## src/rtl/decode_stage.sv

```systemverilog
// Decode stage: RV32I/RV64I base-integer decoder behind a two-entry (output + skid) elastic buffer.
// Decoded records are registered, so every output field comes straight from a flop.
package alu_enums;
  typedef enum logic [4:0] {
    ALU_NONE  = 5'd0,
    ALU_ADDI  = 5'd1,
    ALU_SLLI  = 5'd2,
    ALU_SLTI  = 5'd3,
    ALU_SLTIU = 5'd4,
    ALU_XORI  = 5'd5,
    ALU_SRLI  = 5'd6,
    ALU_SRAI  = 5'd7,
    ALU_ORI   = 5'd8,
    ALU_ANDI  = 5'd9,
    ALU_ADD   = 5'd10,
    ALU_SUB   = 5'd11,
    ALU_SLL   = 5'd12,
    ALU_SLT   = 5'd13,
    ALU_SLTU  = 5'd14,
    ALU_XOR   = 5'd15,
    ALU_SRL   = 5'd16,
    ALU_SRA   = 5'd17,
    ALU_OR    = 5'd18,
    ALU_AND   = 5'd19
  } alu_op_e;
endpackage

module decode_stage
  import alu_enums::*;
#(
  parameter int XLEN  = 32,
  parameter int CNT_W = 32,
  localparam int SHW  = $clog2(XLEN)
) (
  input  logic             clk,
  input  logic             reset_n,
  input  logic             flush,
  input  logic             in_valid,
  output logic             in_ready,
  input  logic [31:0]      in_inst,
  input  logic [XLEN-1:0]  in_pc,
  input  logic             in_dne,
  output logic             out_valid,
  input  logic             out_ready,
  output logic [4:0]       rs1_addr,
  output logic [4:0]       rs2_addr,
  output logic [4:0]       rd_addr,
  output logic             rs1_en,
  output logic             rs2_en,
  output logic             rd_wr_en,
  output logic [XLEN-1:0]  imm,
  output logic [SHW-1:0]   shamt,
  output alu_op_e          alu_op,
  output logic [3:0]       op_class,
  output logic [2:0]       funct3,
  output logic [XLEN-1:0]  pc_out,
  output logic             dne_out,
  output logic             illegal,
  output logic [CNT_W-1:0] dec_count
);

  localparam logic [6:0] OPC_OPIMM  = 7'b0010011;
  localparam logic [6:0] OPC_OP     = 7'b0110011;
  localparam logic [6:0] OPC_LOAD   = 7'b0000011;
  localparam logic [6:0] OPC_STORE  = 7'b0100011;
  localparam logic [6:0] OPC_BRANCH = 7'b1100011;
  localparam logic [6:0] OPC_JAL    = 7'b1101111;
  localparam logic [6:0] OPC_JALR   = 7'b1100111;
  localparam logic [6:0] OPC_LUI    = 7'b0110111;
  localparam logic [6:0] OPC_AUIPC  = 7'b0010111;

  localparam logic [3:0] CLS_NONE   = 4'd0;
  localparam logic [3:0] CLS_ALU    = 4'd1;
  localparam logic [3:0] CLS_LOAD   = 4'd2;
  localparam logic [3:0] CLS_STORE  = 4'd3;
  localparam logic [3:0] CLS_BRANCH = 4'd4;
  localparam logic [3:0] CLS_JAL    = 4'd5;
  localparam logic [3:0] CLS_JALR   = 4'd6;
  localparam logic [3:0] CLS_LUI    = 4'd7;
  localparam logic [3:0] CLS_AUIPC  = 4'd8;

  typedef struct packed {
    logic [4:0]      rs1;
    logic [4:0]      rs2;
    logic [4:0]      rd;
    logic            rs1_en;
    logic            rs2_en;
    logic            rd_wr_en;
    logic [XLEN-1:0] imm;
    logic [SHW-1:0]  shamt;
    alu_op_e         alu_op;
    logic [3:0]      op_class;
    logic [2:0]      funct3;
    logic [XLEN-1:0] pc;
    logic            dne;
    logic            illegal;
  } dec_t;

  logic [6:0]  opc;
  logic [2:0]  f3;
  logic [6:0]  f7;
  logic [31:0] imm_i, imm_s, imm_b, imm_u, imm_j;
  logic        shift_ok;

  assign opc   = in_inst[6:0];
  assign f3    = in_inst[14:12];
  assign f7    = in_inst[31:25];
  assign imm_i = {{20{in_inst[31]}}, in_inst[31:20]};
  assign imm_s = {{20{in_inst[31]}}, in_inst[31:25], in_inst[11:7]};
  assign imm_b = {{19{in_inst[31]}}, in_inst[31], in_inst[7], in_inst[30:25], in_inst[11:8], 1'b0};
  assign imm_u = {in_inst[31:12], 12'b0};
  assign imm_j = {{11{in_inst[31]}}, in_inst[31], in_inst[19:12], in_inst[20], in_inst[30:21], 1'b0};
  // inst[25] is shamt[5] on RV64 but must be zero on RV32
  assign shift_ok = (XLEN == 64) || !in_inst[25];

  dec_t    dec_in;
  logic    legal, r1e, r2e, wre;
  logic [3:0]  cls;
  alu_op_e     aop;
  logic [31:0] imm32;

  always_comb begin
    legal = 1'b1;
    r1e   = 1'b0;
    r2e   = 1'b0;
    wre   = 1'b0;
    cls   = CLS_NONE;
    aop   = ALU_NONE;
    imm32 = '0;
    case (opc)
      OPC_OPIMM: begin
        cls = CLS_ALU; r1e = 1'b1; wre = 1'b1; imm32 = imm_i;
        case (f3)
          3'b000: aop = ALU_ADDI;
          3'b001: begin
            aop   = ALU_SLLI;
            legal = shift_ok && (in_inst[31:26] == 6'b000000);
          end
          3'b010: aop = ALU_SLTI;
          3'b011: aop = ALU_SLTIU;
          3'b100: aop = ALU_XORI;
          3'b101: begin
            aop   = (in_inst[31:26] == 6'b010000) ? ALU_SRAI : ALU_SRLI;
            legal = shift_ok && ((in_inst[31:26] == 6'b000000) || (in_inst[31:26] == 6'b010000));
          end
          3'b110: aop = ALU_ORI;
          default: aop = ALU_ANDI;
        endcase
      end
      OPC_OP: begin
        cls = CLS_ALU; r1e = 1'b1; r2e = 1'b1; wre = 1'b1;
        if (f7 == 7'b0000000) begin
          case (f3)
            3'b000: aop = ALU_ADD;
            3'b001: aop = ALU_SLL;
            3'b010: aop = ALU_SLT;
            3'b011: aop = ALU_SLTU;
            3'b100: aop = ALU_XOR;
            3'b101: aop = ALU_SRL;
            3'b110: aop = ALU_OR;
            default: aop = ALU_AND;
          endcase
        end else if (f7 == 7'b0100000 && f3 == 3'b000) begin
          aop = ALU_SUB;
        end else if (f7 == 7'b0100000 && f3 == 3'b101) begin
          aop = ALU_SRA;
        end else begin
          legal = 1'b0;
        end
      end
      OPC_LOAD:   begin cls = CLS_LOAD;   r1e = 1'b1; wre = 1'b1; imm32 = imm_i; end
      OPC_STORE:  begin cls = CLS_STORE;  r1e = 1'b1; r2e = 1'b1; imm32 = imm_s; end
      OPC_BRANCH: begin cls = CLS_BRANCH; r1e = 1'b1; r2e = 1'b1; imm32 = imm_b; end
      OPC_JAL:    begin cls = CLS_JAL;    wre = 1'b1; imm32 = imm_j; end
      OPC_JALR: begin
        cls = CLS_JALR; r1e = 1'b1; wre = 1'b1; imm32 = imm_i;
        legal = (f3 == 3'b000);
      end
      OPC_LUI:    begin cls = CLS_LUI;   wre = 1'b1; imm32 = imm_u; end
      OPC_AUIPC:  begin cls = CLS_AUIPC; wre = 1'b1; imm32 = imm_u; end
      default:    legal = 1'b0;
    endcase

    if (!legal || in_dne) begin
      cls = CLS_NONE; aop = ALU_NONE;
      r1e = 1'b0; r2e = 1'b0; wre = 1'b0;
      imm32 = '0;
    end
    wre = wre && (in_inst[11:7] != 5'd0);

    dec_in          = '0;
    dec_in.rs1      = r1e ? in_inst[19:15] : 5'd0;
    dec_in.rs2      = r2e ? in_inst[24:20] : 5'd0;
    dec_in.rd       = wre ? in_inst[11:7]  : 5'd0;
    dec_in.rs1_en   = r1e;
    dec_in.rs2_en   = r2e;
    dec_in.rd_wr_en = wre;
    dec_in.imm      = XLEN'($signed(imm32));
    dec_in.shamt    = in_inst[20 +: SHW];
    dec_in.alu_op   = aop;
    dec_in.op_class = cls;
    dec_in.funct3   = f3;
    dec_in.pc       = in_pc;
    dec_in.dne      = in_dne;
    dec_in.illegal  = !legal && !in_dne;
  end

  dec_t             out_q, out_d, skid_q, skid_d;
  logic             out_valid_q, out_valid_d, skid_valid_q, skid_valid_d;
  logic [CNT_W-1:0] cnt_q, cnt_d;
  logic             in_xfer, out_xfer;

  assign in_ready = !skid_valid_q;
  assign in_xfer  = in_valid && in_ready;
  assign out_xfer = out_valid_q && out_ready;

  always_comb begin
    out_d        = out_q;
    skid_d       = skid_q;
    out_valid_d  = out_valid_q;
    skid_valid_d = skid_valid_q;
    cnt_d        = cnt_q;
    // The downstream already consumed this entry, so it is counted even in a flush cycle
    if (out_xfer && !out_q.dne && !out_q.illegal && (cnt_q != '1))
      cnt_d = cnt_q + CNT_W'(1);
    if (flush) begin
      out_valid_d  = 1'b0;
      skid_valid_d = 1'b0;
    end else if (!out_valid_q || out_xfer) begin
      if (skid_valid_q) begin
        out_d        = skid_q;
        out_valid_d  = 1'b1;
        skid_valid_d = 1'b0;
      end else begin
        out_valid_d = in_xfer;
        if (in_xfer) out_d = dec_in;
      end
    end else if (in_xfer) begin
      skid_d       = dec_in;
      skid_valid_d = 1'b1;
    end
  end

  always_ff @(posedge clk or negedge reset_n) begin
    if (!reset_n) begin
      out_q        <= '0;
      skid_q       <= '0;
      out_valid_q  <= 1'b0;
      skid_valid_q <= 1'b0;
      cnt_q        <= '0;
    end else begin
      out_q        <= out_d;
      skid_q       <= skid_d;
      out_valid_q  <= out_valid_d;
      skid_valid_q <= skid_valid_d;
      cnt_q        <= cnt_d;
    end
  end

  assign out_valid = out_valid_q;
  assign rs1_addr  = out_q.rs1;
  assign rs2_addr  = out_q.rs2;
  assign rd_addr   = out_q.rd;
  assign rs1_en    = out_q.rs1_en;
  assign rs2_en    = out_q.rs2_en;
  assign rd_wr_en  = out_q.rd_wr_en;
  assign imm       = out_q.imm;
  assign shamt     = out_q.shamt;
  assign alu_op    = out_q.alu_op;
  assign op_class  = out_q.op_class;
  assign funct3    = out_q.funct3;
  assign pc_out    = out_q.pc;
  assign dne_out   = out_q.dne;
  assign illegal   = out_q.illegal;
  assign dec_count = cnt_q;

endmodule

```

## config.mk

```make
export PLATFORM = sky130hd
export DESIGN_NAME = decode_stage
export DESIGN_NICKNAME = d
export VERILOG_FILES = /design/src/rtl/decode_stage.sv
export SDC_FILE = /design/constraint.sdc
export NUM_CORES = 1
export LEC_CHECK = 0
export ABC_AREA = 1
export BUFFER_PORTS_ARGS = -buffer_cell sky130_fd_sc_hd__clkbuf_2
export CAP_MARGIN = 0
export CORE_ASPECT_RATIO = 0.75
export CORE_MARGIN = 10
export CORE_UTILIZATION = 30
export CTS_CLUSTER_DIAMETER = 60
export DETAILED_ROUTE_END_ITERATION = 10
export MAX_ROUTING_LAYER = met4
export PLACE_DENSITY = 0.57
export SLEW_MARGIN = 20
export SYNTH_ARGS = -nofsm -noshare
export SYNTH_HDL_FRONTEND = slang
export SYNTH_SLANG_ARGS = --single-unit
```

## constraint.sdc

```tcl
create_clock -name clk -period 1.98 [get_ports clk]
set_input_delay 0.099 -clock clk [delete_from_list [all_inputs] [get_ports clk]]
set_output_delay 0.099 -clock clk [all_outputs]
set_load 0.005 [all_outputs]
```

Yosys cells after proc, flatten, opt, wreduce, memory -nomap -nowiden:

Cells that the tools add are included.

* memory bits (writable): 0
* word-level logic and storage cells: 123
* latch bits: 0
* input port bits: 70
* bits in read-only memories: 0
* memories kept: 0
* output and inout bits: 135
* register bits: 236

* $add $sub $neg: 1
* multiply operators: 0
* bitwise gates (word level): 2
* magnitude comparators: 0
* shift operators: 0
* div/mod/pow operators: 0
* reductions and logical operators: 37
* muxes and demuxes: 34
* eq/ne operators: 18

Operators with widths (count)
* $mux 101: 2
* $pmux 32 s5: 1
* $mux 5: 7
* $pmux 5 s7: 1
* $add 32x1->32 const B: 1
* $mux 32: 1
* $ne 32x32->1 const B: 1
* $pmux 4 s8: 1
* $eq 7x6->1 const B: 4
* $pmux 4 s7: 1
* $eq 7x7->1 const B: 3
* $mux 1: 16
* $eq 7x5->1 const B: 2
* $reduce_or 6->1: 2
* $logic_and 1x1->1: 11
* $pmux 5 s2: 1
* $eq 3x3->1 const B: 3
* $eq 7x2->1 const B: 1
* $logic_not 1->1: 7
* $logic_not 7->1: 1
* $reduce_or 7->1: 1
* $eq 3x2->1 const B: 2
* $eq 6x5->1 const B: 1
* $logic_not 6->1: 1
* other kinds (13): 20

Longest topological paths before layout:

* word-level depth: 13
* depth in mapped cells: 15
* depth with buffers taken out: 14

Least setup slack after synthesis:

OpenSTA, ideal clock, no wires.

* path kind: flip-flop to flip-flop
* start: register cnt_q[0], in the netlist dec_count[0]
* end: register cnt_q[26], in the netlist dec_count[26]
* path slack: 0.200 ns
* stages on the path, launching flop included: 11
* data arrival time: 1.660 ns
* buffers on the path: 0
* cells stage by stage: dfrtp_1 ha_1 nand3_1 nor3_2 nand2_1 nor2_1 nand2_1 nor2_1 nand3_1 o21ai_1 nand2_1

* cells in the longest elaborated chain, start to end: 2
* elaborated cells on any way between the ends: 3
* classes of those cells: add/sub (1); eq/ne (1); reduce/logical (1)

Ends and longest elaborated chain
* start: declaration: RTL line 210 `logic [CNT_W-1:0] cnt_q, cnt_d;`
* start signal: assignment: RTL line 256 `cnt_q <= cnt_d;`
* branches (longest 2 deep; another with $add 32x1->32)

Several ways; the timed one is not identified.
A chain may end at the register's enable or synchronous reset.

Final worst setup path:

* start: register cnt_q[1], in the netlist dec_count[1]
* end: register cnt_q[24], in the netlist dec_count[24]

Same word-level chain as after synthesis.

==> results.sh <==
export IMPL_pre_cts_ws_ns=0.0243
export IMPL_finalPower_uw=12600
export IMPL_seq_area_frac_synth=0.522
export IMPL_timing_final_crit_share=0.935
export IMPL_drtAntennaViolNets=0
export IMPL_core_area_um2=37200
export IMPL_cts_tree="done"
export IMPL_gp_congestion=0.917
export IMPL_max_slew_margin=0.681
export IMPL_period_needed_ns=1.85
export IMPL_fp_row_count=61
export IMPL_hold_viol_final=0
export IMPL_yosys_warnings=0
export IMPL_area_growth_syn_to_layout_pct=31.2
export IMPL_clk_latency_ns=0.56
export IMPL_drive_above_1_share=0.214
export IMPL_design_area_um2=14900
export IMPL_syn_avg_cell_area_um2=7.98
export IMPL_ios=205
export IMPL_postRouteWirelength_mm=37.0
export IMPL_maxCapViolations=0
export IMPL_postPlaceCellArea_um2=13100
export IMPL_avgViaCountPerCell=4.69
export IMPL_max_clock_freq_mhz=540
export IMPL_synth_edf_count=0
export IMPL_grt_max_degree=86
export IMPL_clock_tree_buffer_depth=3
export IMPL_vias=10400
export IMPL_cp_required_ns=2.42
export IMPL_h_tree_depth=1
export IMPL_syn_cell_area_um2=11300
export IMPL_async_flop_share=1.00
export IMPL_first_global_vias=10100
export IMPL_io_buffer_count=204
export IMPL_hold_path_class="input port to flop"
export IMPL_regArea_um2=5910
export IMPL_dpl_hpwl_mm=25.4
export IMPL_layout_setup_ws_ns=0.128
export IMPL_start_kind="flop"
export IMPL_ir_drop_mv=0.575
export IMPL_synth_distinct_cells=37
export IMPL_path_class="flop to flop"
export IMPL_nFillCells=3794
export IMPL_grt_pass1_wl_mm=58.8
export IMPL_synth_seq_cells=236
export IMPL_path_clk_slew_ns=0.06
export IMPL_grtUsageTotal=0.162
export IMPL_remaining_drc_errors=0
export IMPL_p_leak_uw=0.00767
export IMPL_rsz0062_at_grt="true"
export IMPL_synth_nets=1489
export IMPL_cts_sinks=236
export IMPL_dieArea_um2=46000
export IMPL_path_cells="ha_2 -> nand3_4 -> nor3_4 -> nand2_2 -> nor2_4 -> nand4_1 -> nand3b_1 -> buf_4 -> xnor2_1"
export IMPL_tns_ns=0
export IMPL_wl_per_cell_um=16.7
export IMPL_synth_top_area_cell="dfrtp_1"
export IMPL_finalMaxSlewViolations=0
export IMPL_power_density_nw_per_um2=848
export IMPL_whs_ns=0.0441
export IMPL_multi_input_area_um2=4650
export IMPL_fp_dieW_um=244
export IMPL_ys_flop_type="dfrtp_1"
export IMPL_initial_utilization=0.305
export IMPL_synth_common_cells="427 x nand2_1, 236 x dfrtp_1, 191 x o21ai_0"
export IMPL_reg2reg_depth=9
export IMPL_crit_path_max_incr_delay_ns=0.36
export IMPL_synthCells=1418
export IMPL_arrival_ns=2.29
export IMPL_setup_violations=0
export IMPL_grt_antenna_before_repair=4
export IMPL_holdPathStages=3
export IMPL_fp_dieH_um=188
export IMPL_synth_most_common_cell="nand2_1"
export IMPL_cts_root_buffer="clkbuf_16"
export IMPL_final_net_count=1757
export IMPL_cp_slowest_cell="dfrtp_1"
export IMPL_synth_area_leaders="dfrtp_1 52%, nand2_1 14%, o21ai_0 8.4%"
export IMPL_synth_top_cell_area_share=0.522
export IMPL_crit_fanout=3
export IMPL_fin_worst_skew_ns=0.0116
export IMPL_cts_buffers=28
export IMPL_dr_pass1_iters=6
export IMPL_crit_path_end_kind="flop"
export IMPL_worst_pin_slew_ns=0.479
export IMPL_drtIter0Drc=916
export IMPL_status="finished clean"
export IMPL_overflow=0
-- worst paths after layout --
| path | startpoint | to | slack [ns] |
|---|---|---|---|
| worst min register to register | rs1_addr[2] | rs1_addr[2] | 0.48 |
| worst max-delay path | dec_count[1] | dec_count[24] | 0.13 |
| worst min-delay path | in_inst[23] | skid_q[49] | 0.04 |
| worst max register to register | dec_count[1] | dec_count[24] | 0.13 |
| max in group asynchronous | reset_n | skid_q[25] | 1.35 |
| min in group asynchronous | reset_n | dec_count[24] | 0.13 |
-- placed cells by master, fill, tap and decap left out, types with 4 or more instances in the layout --
| cell type | Yosys | layout |
|---|---|---|
| o22ai_1 | 6 | 6 |
| dfrtp_1 | 236 | 236 |
| nand3_1 | 45 | 43 |
| nor3_1 | 13 | 11 |
| inv_2 | 11 | 7 |
| nand4_1 | 16 | 16 |
| o21ai_0 | 191 | 191 |
| nor2_1 | 95 | 89 |
| clkbuf_8 | 0 | 9 |
| buf_4 | 0 | 31 |
| nor2_2 | 5 | 10 |
| a2bb2oi_1 | 5 | 5 |
| nand2_1 | 427 | 423 |
| o21ai_1 | 60 | 60 |
| xor2_1 | 18 | 18 |
| clkbuf_16 | 0 | 29 |
| clkbuf_1 | 53 | 7 |
| nand2_2 | 15 | 18 |
| diode_2 | 0 | 4 |
| clkbuf_2 | 0 | 201 |
| inv_4 | 0 | 4 |
| buf_12 | 0 | 10 |
| dlygate4sd3_1 | 0 | 61 |
| o211ai_1 | 9 | 9 |
| nor2_4 | 6 | 7 |
| o21ai_2 | 14 | 14 |
| a21oi_1 | 19 | 19 |
| xnor2_1 | 11 | 11 |
| inv_1 | 129 | 129 |
-- metrics by stage --
| step | instances | utilization |
|---|---|---|
| 6_report | 2216 | 0.400 |
| 5_1_grt | 2216 | 0.400 |
| 4_1_cts | 2209 | 0.396 |
| 3_5_place_dp | 2094 | 0.352 |
| 3_3_place_gp | 2094 | 0.352 |
| 2_1_floorplan | 1418 | - |
-- sequential cells by signal (all words and copies together) (netlist names), 5 cells and up --
name       cells
rs1_addr       5
skid_q       101
imm           32
rd_addr        5
rs2_addr       5
alu_op         5
dec_count     32
shamt          5
pc_out        32
-- cells by family (layout without fill, tap and decap cells) --
logic type | after synthesis | in the layout | synth area share
and+or+nand+nor | 632 | 632 | 0.234
AOI/OAI and AO/OA | 308 | 308 | 0.146
DFF | 236 | 236 | 0.522
buffers and inverters | 212 | 502 | 0.0753
xor gates and xnor gates | 29 | 29 | 0.0224
adders and majority gates | 1 | 1 | 0.00110
other | 0 | 4 | 0
-- layer usage --
metal  up-vias  wire length [um]  global-route usage
met5         -                 0                   -
met4         0               518              0.0300
met3        32              2460              0.0352
met2       301             16500               0.243
met1      4956             17500               0.222
li1       5094                 -                   -
-- critical path: cells and delay by family (launching register included) --
kind          cells  cell delay (ns)
xor+xnor          1             0.11
simple gates      6             0.88
fa+ha+maj         1             0.22
buf+inv           1             0.18
flops             1             0.36
-- layout make-up --
class / instances / share of cell area
diodes: 4 / 0.000674
clock buffers: 45 / 0.0590
clock inverters: 7 / 0.00522
inverters: 141 / 0.0372
multi-input cells: 970 / 0.313
flip-flops and latches: 236 / 0.398
well taps: 504 / 0.0425
repair buffers: 309 / 0.145
-- repair_timing --
item                                   CTS  global route
endpoints found under the hold margin  351             0
hold buffers                            62             0
setup endpoints to repair                1            83
cloned                                   1             0
pin swaps                                0             2
buffers inserted                         0             3
resized for setup                        1            28
-- power breakdown --
group / switching (uW) / internal [uW]
Clock: 2130 / 3160
Combinational: 974 / 730
Sequential: 281 / 5320
Power figures use the tool's default switching activity.
